File: src/rtl/csa_pipe_adder.sv
// Two-stage pipelined carry-select adder/subtractor with valid/ready handshakes.
// Stage 1 resolves the lower half; stage 2 selects the upper blocks and forms flags.
module csa_pipe_adder #(
  parameter int WIDTH = 32,
  parameter int BLOCK = 8
) (
  input  logic             clk,
  input  logic             rst,
  input  logic             in_valid,
  output logic             in_ready,
  input  logic [WIDTH-1:0] a,
  input  logic [WIDTH-1:0] b,
  input  logic             c_in,
  input  logic             sub,
  output logic             out_valid,
  input  logic             out_ready,
  output logic [WIDTH-1:0] sum,
  output logic             c_out,
  output logic             ovf,
  output logic             zero
);

  localparam int NB   = WIDTH / BLOCK;
  localparam int HB   = NB / 2;
  localparam int HALF = HB * BLOCK;

  genvar gi;

  logic             s1_valid_reg;
  logic             s2_valid_reg;
  logic             s1_adv;
  logic             s2_adv;

  logic [WIDTH-1:0] b_eff;
  logic             cin_eff;
  logic [BLOCK:0]   blk0;
  logic [NB-1:1][BLOCK:0] cand0;
  logic [NB-1:1][BLOCK:0] cand1;

  logic [HALF-1:0]  lo_sum_next;
  logic             lo_carry_next;

  logic [HALF-1:0]        s1_lo_sum_reg;
  logic                   s1_carry_reg;
  logic [NB-1:HB][BLOCK:0] s1_hi0_reg;
  logic [NB-1:HB][BLOCK:0] s1_hi1_reg;
  logic                   s1_a_msb_reg;
  logic                   s1_b_msb_reg;

  logic [WIDTH-HALF-1:0] hi_sum_next;
  logic                  hi_carry_next;
  logic [WIDTH-1:0]      sum_next;
  logic                  ovf_next;
  logic                  zero_next;

  logic [WIDTH-1:0] sum_reg;
  logic             c_out_reg;
  logic             ovf_reg;
  logic             zero_reg;

  // Backpressure ripples from the output toward the input within one cycle.
  assign s2_adv   = ~s2_valid_reg | out_ready;
  assign s1_adv   = ~s1_valid_reg | s2_adv;
  assign in_ready = s1_adv;

  assign b_eff   = sub ? ~b : b;
  assign cin_eff = sub | c_in;

  assign blk0 = {1'b0, a[BLOCK-1:0]} + {1'b0, b_eff[BLOCK-1:0]} + {{BLOCK{1'b0}}, cin_eff};

  generate
    for (gi = 1; gi < NB; gi++) begin : g_blk
      assign cand0[gi] = {1'b0, a[gi*BLOCK +: BLOCK]} + {1'b0, b_eff[gi*BLOCK +: BLOCK]};
      assign cand1[gi] = {1'b0, a[gi*BLOCK +: BLOCK]} + {1'b0, b_eff[gi*BLOCK +: BLOCK]}
                       + {{BLOCK{1'b0}}, 1'b1};
    end
  endgenerate

  always_comb begin
    lo_sum_next              = '0;
    lo_sum_next[BLOCK-1:0]   = blk0[BLOCK-1:0];
    lo_carry_next            = blk0[BLOCK];
    for (int k = 1; k < HB; k++) begin
      lo_sum_next[k*BLOCK +: BLOCK] = lo_carry_next ? cand1[k][BLOCK-1:0] : cand0[k][BLOCK-1:0];
      lo_carry_next                 = lo_carry_next ? cand1[k][BLOCK]     : cand0[k][BLOCK];
    end
  end

  always_ff @(posedge clk or posedge rst) begin
    if (rst) begin
      s1_valid_reg  <= 1'b0;
      s1_lo_sum_reg <= '0;
      s1_carry_reg  <= 1'b0;
      s1_hi0_reg    <= '0;
      s1_hi1_reg    <= '0;
      s1_a_msb_reg  <= 1'b0;
      s1_b_msb_reg  <= 1'b0;
    end else if (s1_adv) begin
      s1_valid_reg <= in_valid;
      if (in_valid) begin
        s1_lo_sum_reg <= lo_sum_next;
        s1_carry_reg  <= lo_carry_next;
        s1_hi0_reg    <= cand0[NB-1:HB];
        s1_hi1_reg    <= cand1[NB-1:HB];
        s1_a_msb_reg  <= a[WIDTH-1];
        s1_b_msb_reg  <= b_eff[WIDTH-1];
      end
    end
  end

  // Upper blocks select in order, each using the carry chosen by the one below.
  always_comb begin
    hi_sum_next   = '0;
    hi_carry_next = s1_carry_reg;
    for (int k = HB; k < NB; k++) begin
      hi_sum_next[(k-HB)*BLOCK +: BLOCK] = hi_carry_next ? s1_hi1_reg[k][BLOCK-1:0]
                                                         : s1_hi0_reg[k][BLOCK-1:0];
      hi_carry_next = hi_carry_next ? s1_hi1_reg[k][BLOCK] : s1_hi0_reg[k][BLOCK];
    end
    sum_next  = {hi_sum_next, s1_lo_sum_reg};
    ovf_next  = (s1_a_msb_reg == s1_b_msb_reg) && (sum_next[WIDTH-1] != s1_a_msb_reg);
    zero_next = ~|sum_next;
  end

  always_ff @(posedge clk or posedge rst) begin
    if (rst) begin
      s2_valid_reg <= 1'b0;
      sum_reg      <= '0;
      c_out_reg    <= 1'b0;
      ovf_reg      <= 1'b0;
      zero_reg     <= 1'b0;
    end else if (s2_adv) begin
      s2_valid_reg <= s1_valid_reg;
      if (s1_valid_reg) begin
        sum_reg   <= sum_next;
        c_out_reg <= hi_carry_next;
        ovf_reg   <= ovf_next;
        zero_reg  <= zero_next;
      end
    end
  end

  assign out_valid = s2_valid_reg;
  assign sum       = sum_reg;
  assign c_out     = c_out_reg;
  assign ovf       = ovf_reg;
  assign zero      = zero_reg;

endmodule
File: config.mk
export PLATFORM = sky130hd
export DESIGN_NAME = csa_pipe_adder
export DESIGN_NICKNAME = d
export VERILOG_FILES = /design/src/rtl/csa_pipe_adder.sv
export SDC_FILE = /design/constraint.sdc
export NUM_CORES = 1
export LEC_CHECK = 0
export ABC_AREA = 1
export BUFFER_PORTS_ARGS = -buffer_cell sky130_fd_sc_hd__buf_2
export CAP_MARGIN = 40
export CORE_AREA = 2 2 108 110
export CTS_BUF_LIST = sky130_fd_sc_hd__clkbuf_4 sky130_fd_sc_hd__clkbuf_8 sky130_fd_sc_hd__clkbuf_16
export CTS_CLUSTER_SIZE = 30
export DETAILED_ROUTE_END_ITERATION = 8
export DIE_AREA = 0 0 110 112
export HOLD_SLACK_MARGIN = 0.12
export PLACE_DENSITY = 0.77
export SLEW_MARGIN = 0
export SYNTH_ARGS = -nofsm -noshare
export SYNTH_HDL_FRONTEND = slang
export SYNTH_SLANG_ARGS = --single-unit
File: constraint.sdc
create_clock -name clk -period 5.6 [get_ports clk]
set_clock_uncertainty 0.15 [all_clocks]
set_input_delay 0.28 -clock clk [delete_from_list [all_inputs] [get_ports clk]]
set_output_delay 0.28 -clock clk [all_outputs]
set_load 0.02 [all_outputs]
# Yosys cells after proc, flatten, opt, wreduce, memory -nomap -nowiden
# Cells that the tools add are included.
# word_totals
reg_bits	92
output_inout_bits	37
wordCells	42
# op_classes
reduce_logical	5
mux	7
add_sub_neg	8
n_bitwise	6
n_eq_ne	2
# op_table
cell	n
adder 8 x 8 -> 9 bit	4
two-way mux 32 bit	1
NOT 32 bit	1
OR reduction 32 bit	1
adder 9 x 1 -> 9 bit (second input constant)	3
two-way mux 8 bit	3
adder 9 x 1 -> 9 bit	1
AND reduction 2 bit	2
two-way mux 1 bit	3
OR 1 bit	3
NOT 1 bit	2
equality test 1 bit	1
logical AND 1 bit	1
zero test 1 bit	1
!= test 1 bit	1

# Longest topological paths before layout
# depth
ltp_word	5
mapped_depth	17

# Least setup slack after synthesis
# OpenSTA, ideal clock, no wires.
# synth_path
kind	input-to-reg
from	input sub
to	register s1_lo_sum_reg[14]
path_buffers	2
setup_ps	65
arrival_time_ps	2570
path_slack_ps	2815
stages	16
required_time_ps	5385
cell_sequence	clkbuf_1 -> buf_2 -> xnor2_1 -> fa_1 -> fa_1 -> inv_1 -> nand3_1 -> nand3_1 -> nand2_1 -> nand2_2 -> nand2_2 -> nor2_4 -> nand2_1 -> o21ai_1 -> nand3_1 -> nand2_1
# synth_between
elab_chain_len	4
# synth_lines
element	line	text
start, declared	14	input logic sub,
two-way mux 32 bit	66	assign b_eff = sub ? ~b : b;
adder 8 x 8 -> 9 bit (on tied branches)	73, 74, 69	
adder 9 x 1 -> 9 bit (on tied branches)	75, 69	
two-way mux 8 bit (*)	84	lo_sum_next[k*BLOCK +: BLOCK] = lo_carry_next ? cand1[k][BLOCK-1:0] : cand0[k][BLOCK-1:0];
end signal, assigned	101	s1_lo_sum_reg <= lo_sum_next;
end, declared	43	logic [HALF-1:0] s1_lo_sum_reg;
# Every way passes the cells marked *; elsewhere a longest branch is shown, timed or not.
# A chain may end at the register's enable or synchronous reset.

# Worst setup path in the final report
# layout_path
from	input out_ready
to	register s1_hi1_reg[7] (netlist bit)
# layout_between
elab_chain_len	3
# layout_lines
element	line	text
start, declared	16	input logic out_ready,
OR 1 bit	62	assign s2_adv = ~s2_valid_reg | out_ready;
OR 1 bit	63	assign s1_adv = ~s1_valid_reg | s2_adv;
AND reduction 2 bit (no source line)	n/a	
end signal, assigned	104	s1_hi1_reg <= cand1[NB-1:HB];
end, declared	46	logic [NB-1:HB][BLOCK:0] s1_hi1_reg;
# No other way between the ends.

==> impl_metrics.tcl <==
set metrics [dict create \
    ys_warn_count 0 \
    synth_edf_count 0 \
    drive_gt1_share_pct 17.09 \
    drc 0 \
    clk_pin_slew_worst_paths_ns 0.06 \
    place_congestion 0.8748 \
    final_nets 1017 \
    hpwl_microns 10060 \
    arrival_ns 3.17 \
    crit_fanout 58 \
    hold_viol_final 0 \
    critPathKind "in2reg" \
    rows 39 \
    synthCells 807 \
    yosysMostFrequentCell "nand2_1" \
    portBuffers 106 \
    powerDensity_nw_per_um2 376.3 \
    clockRootBuffer "clkbuf_16" \
    slew_headroom_pct 40.93 \
    layoutNonFillerInstCount 1056 \
    syn_area_sq_um 6011 \
    drv_cap 0 \
    dr.pass1.iters 5 \
    synth_top_area_share_pct 38.30 \
    finalMaxSlewViolations 0 \
    fp.dieH_microns 112 \
    setup_tns_ns 0 \
    core_sq_um 11170 \
    cp_data_required_time_ns 5.67 \
    hold_path_class "in2reg" \
    start_util_pct 53.79 \
    cts_sinks 92 \
    n_antenna_cell 0 \
    largest_reg_flops 32 \
    peakVddDrop_mv 0.2810 \
    grt_usage_pct 22.72 \
    htreeDepth 3 \
    grt_overflow 0 \
    worstMarginPinSlew_ns 0.8860 \
    rsz0062_at_grt "no" \
    clk_latency_ns 0.34 \
    report.power.total_mw 2.636 \
    synth_nets 916 \
    numCtsBuffers 9 \
    area_delta_synth_final_pct 16.57 \
    fmax_mhz 323.0 \
    first_global_vias 4864 \
    dieArea_sq_um 12320 \
    antenna_found_initial 0 \
    synth-main-ff-cell "dfrtp_1" \
    grt_pass1_wl_microns 22570 \
    drt_iter0_drc 417 \
    leakage_nw 3.803 \
    min_period_over_period_pct 55.29 \
    via_per_inst 4.988 \
    cp-start-kind "primary input" \
    cp-end-kind "flop" \
    yosys-top-cells-count "nand2_1 (247), inv_1 (105), dfrtp_1 (92), o21ai_0 (79), nand3_1 (44)" \
    yosysSeqAreaShare_pct 38.30 \
    hold_slack_ns 0.1496 \
    grt_start_max_net_pins 59 \
    setup_viol 0 \
    postPlaceCellArea_sq_um 6669 \
    dp_cells 1037 \
    antenna_left 0 \
    wl_per_cell_microns 12.19 \
    die_width_microns 110 \
    io_pins 107 \
    outcome "complete, no violations" \
    synthArstFlopShare_pct 100.0 \
    synth.distinct_cells 38 \
    period_minus_slack_ns 3.096 \
    syn_avg_cell_area_sq_um 7.448 \
    synth_seq_cells 92 \
    fin_area_sq_um 7007 \
    yosys.area.top_type "dfrtp_1" \
    clk_path_buf_depth 2 \
    synth_area_leaders "dfrtp_1 (38%), nand2_1 (15%), ha_1 (7.1%)" \
    cts_tree "done" \
    drt-total-wl_microns 12880 \
    vias 5267 \
]
[metal layers]
layer  GRT usage [%]  routed length (microns)  vias up
met3           3.806                      749       13
met2           31.94                     5184      133
li1                -                        -     2794
met4           4.810                      127        0
met5               0                        0        -
met1           36.52                     6816     2327
[critical path, stage by stage]
cell	delay, ns
dlygate4sd3_1	0.53
buf_2	0.12
inv_1	0.05
nand3_1	0.11
nand2_1	0.08
buf_4	0.44
clkinv_1	0.62
buf_4	0.45
or2_2	0.31
nand4_1	0.08
o21ai_0	0.08
[logic make-up (layout without fill, tap and decap cells)]
group | Yosys count | in the layout | synth area share (%)
AOI/OAI and AO/OA | 118 | 118 | 10.28
xor gates and xnor gates | 38 | 38 | 5.537
adders and majority gates | 39 | 39 | 8.743
buffers and inverters | 132 | 238 | 8.555
DFF | 92 | 92 | 38.30
muxes | 3 | 3 | 0.4996
and+or+nand+nor | 385 | 385 | 28.08
[per-stage QoR]
stage               util [%]  setup WS (ns)
floorplan                  -          2.778
global placement       59.43          2.408
detailed placement     59.68          2.305
CTS                    62.70          2.511
global route           62.70          2.225
finish                 62.70          2.504
[worst paths after layout]
path	startpoint	end	slack, ns	cells after the start
setup / recovery	out_ready	s1_hi1_reg[7]	2.50	11
hold / removal	b[31]	s1_b_msb_reg	0.15	4
setup reg to reg	s1_valid_reg	s1_hi1_reg[7]	2.75	8
hold reg to reg	sum[25]	sum[25]	0.33	2
max in group asynchronous	rst	s1_hi1_reg[16]	3.82	4
min in group asynchronous	rst	sum[13]	0.43	3
[layout by cell type (no fill, tap or decap), drive strengths merged]
master and n:
a31oi 1, buf 110, xnor2 7, clkbuf 12
nor4 2, fa 5, mux2i 3, a21o 1
clkinv 4, o22ai 5, o21ai 81, nor3 1
dfrtp 92, nand3 47, clkinvlp 1, a21oi 23
nand4 21, a21boi 1, xor2 31, nand2 258
o21a 2, bufinv 1, inv 107, o31ai 2
nand3b 9, or2 5, nor2 42, ha 34
dlygate4sd3 3, o21bai 2
[power breakdown]
part | switching (mW) | internal (mW) | total, mW
Clock | 0.243 | 0.373 | 0.616
Combinational | 0.674 | 0.360 | 1.03
Sequential | 0.111 | 0.876 | 0.987
Total | 1.03 | 1.61 | 2.64
[what timing repair did]
action,4_1_cts,5_1_grt
hold buffers,3,0
endpoints found under the hold margin,46,0
resized for setup,0,0
setup buffers,0,0
[cell type report]
type,count,area (sq um)
clock inverters,4,47.55
repair buffers,113,610.6
flip-flops and latches,92,2302
fillers,1013,4168
clock buffers,12,260.3
inverters,109,410.4
well taps,143,178.9
multi-input cells,583,3197
(Power assumes the default switching activity.)
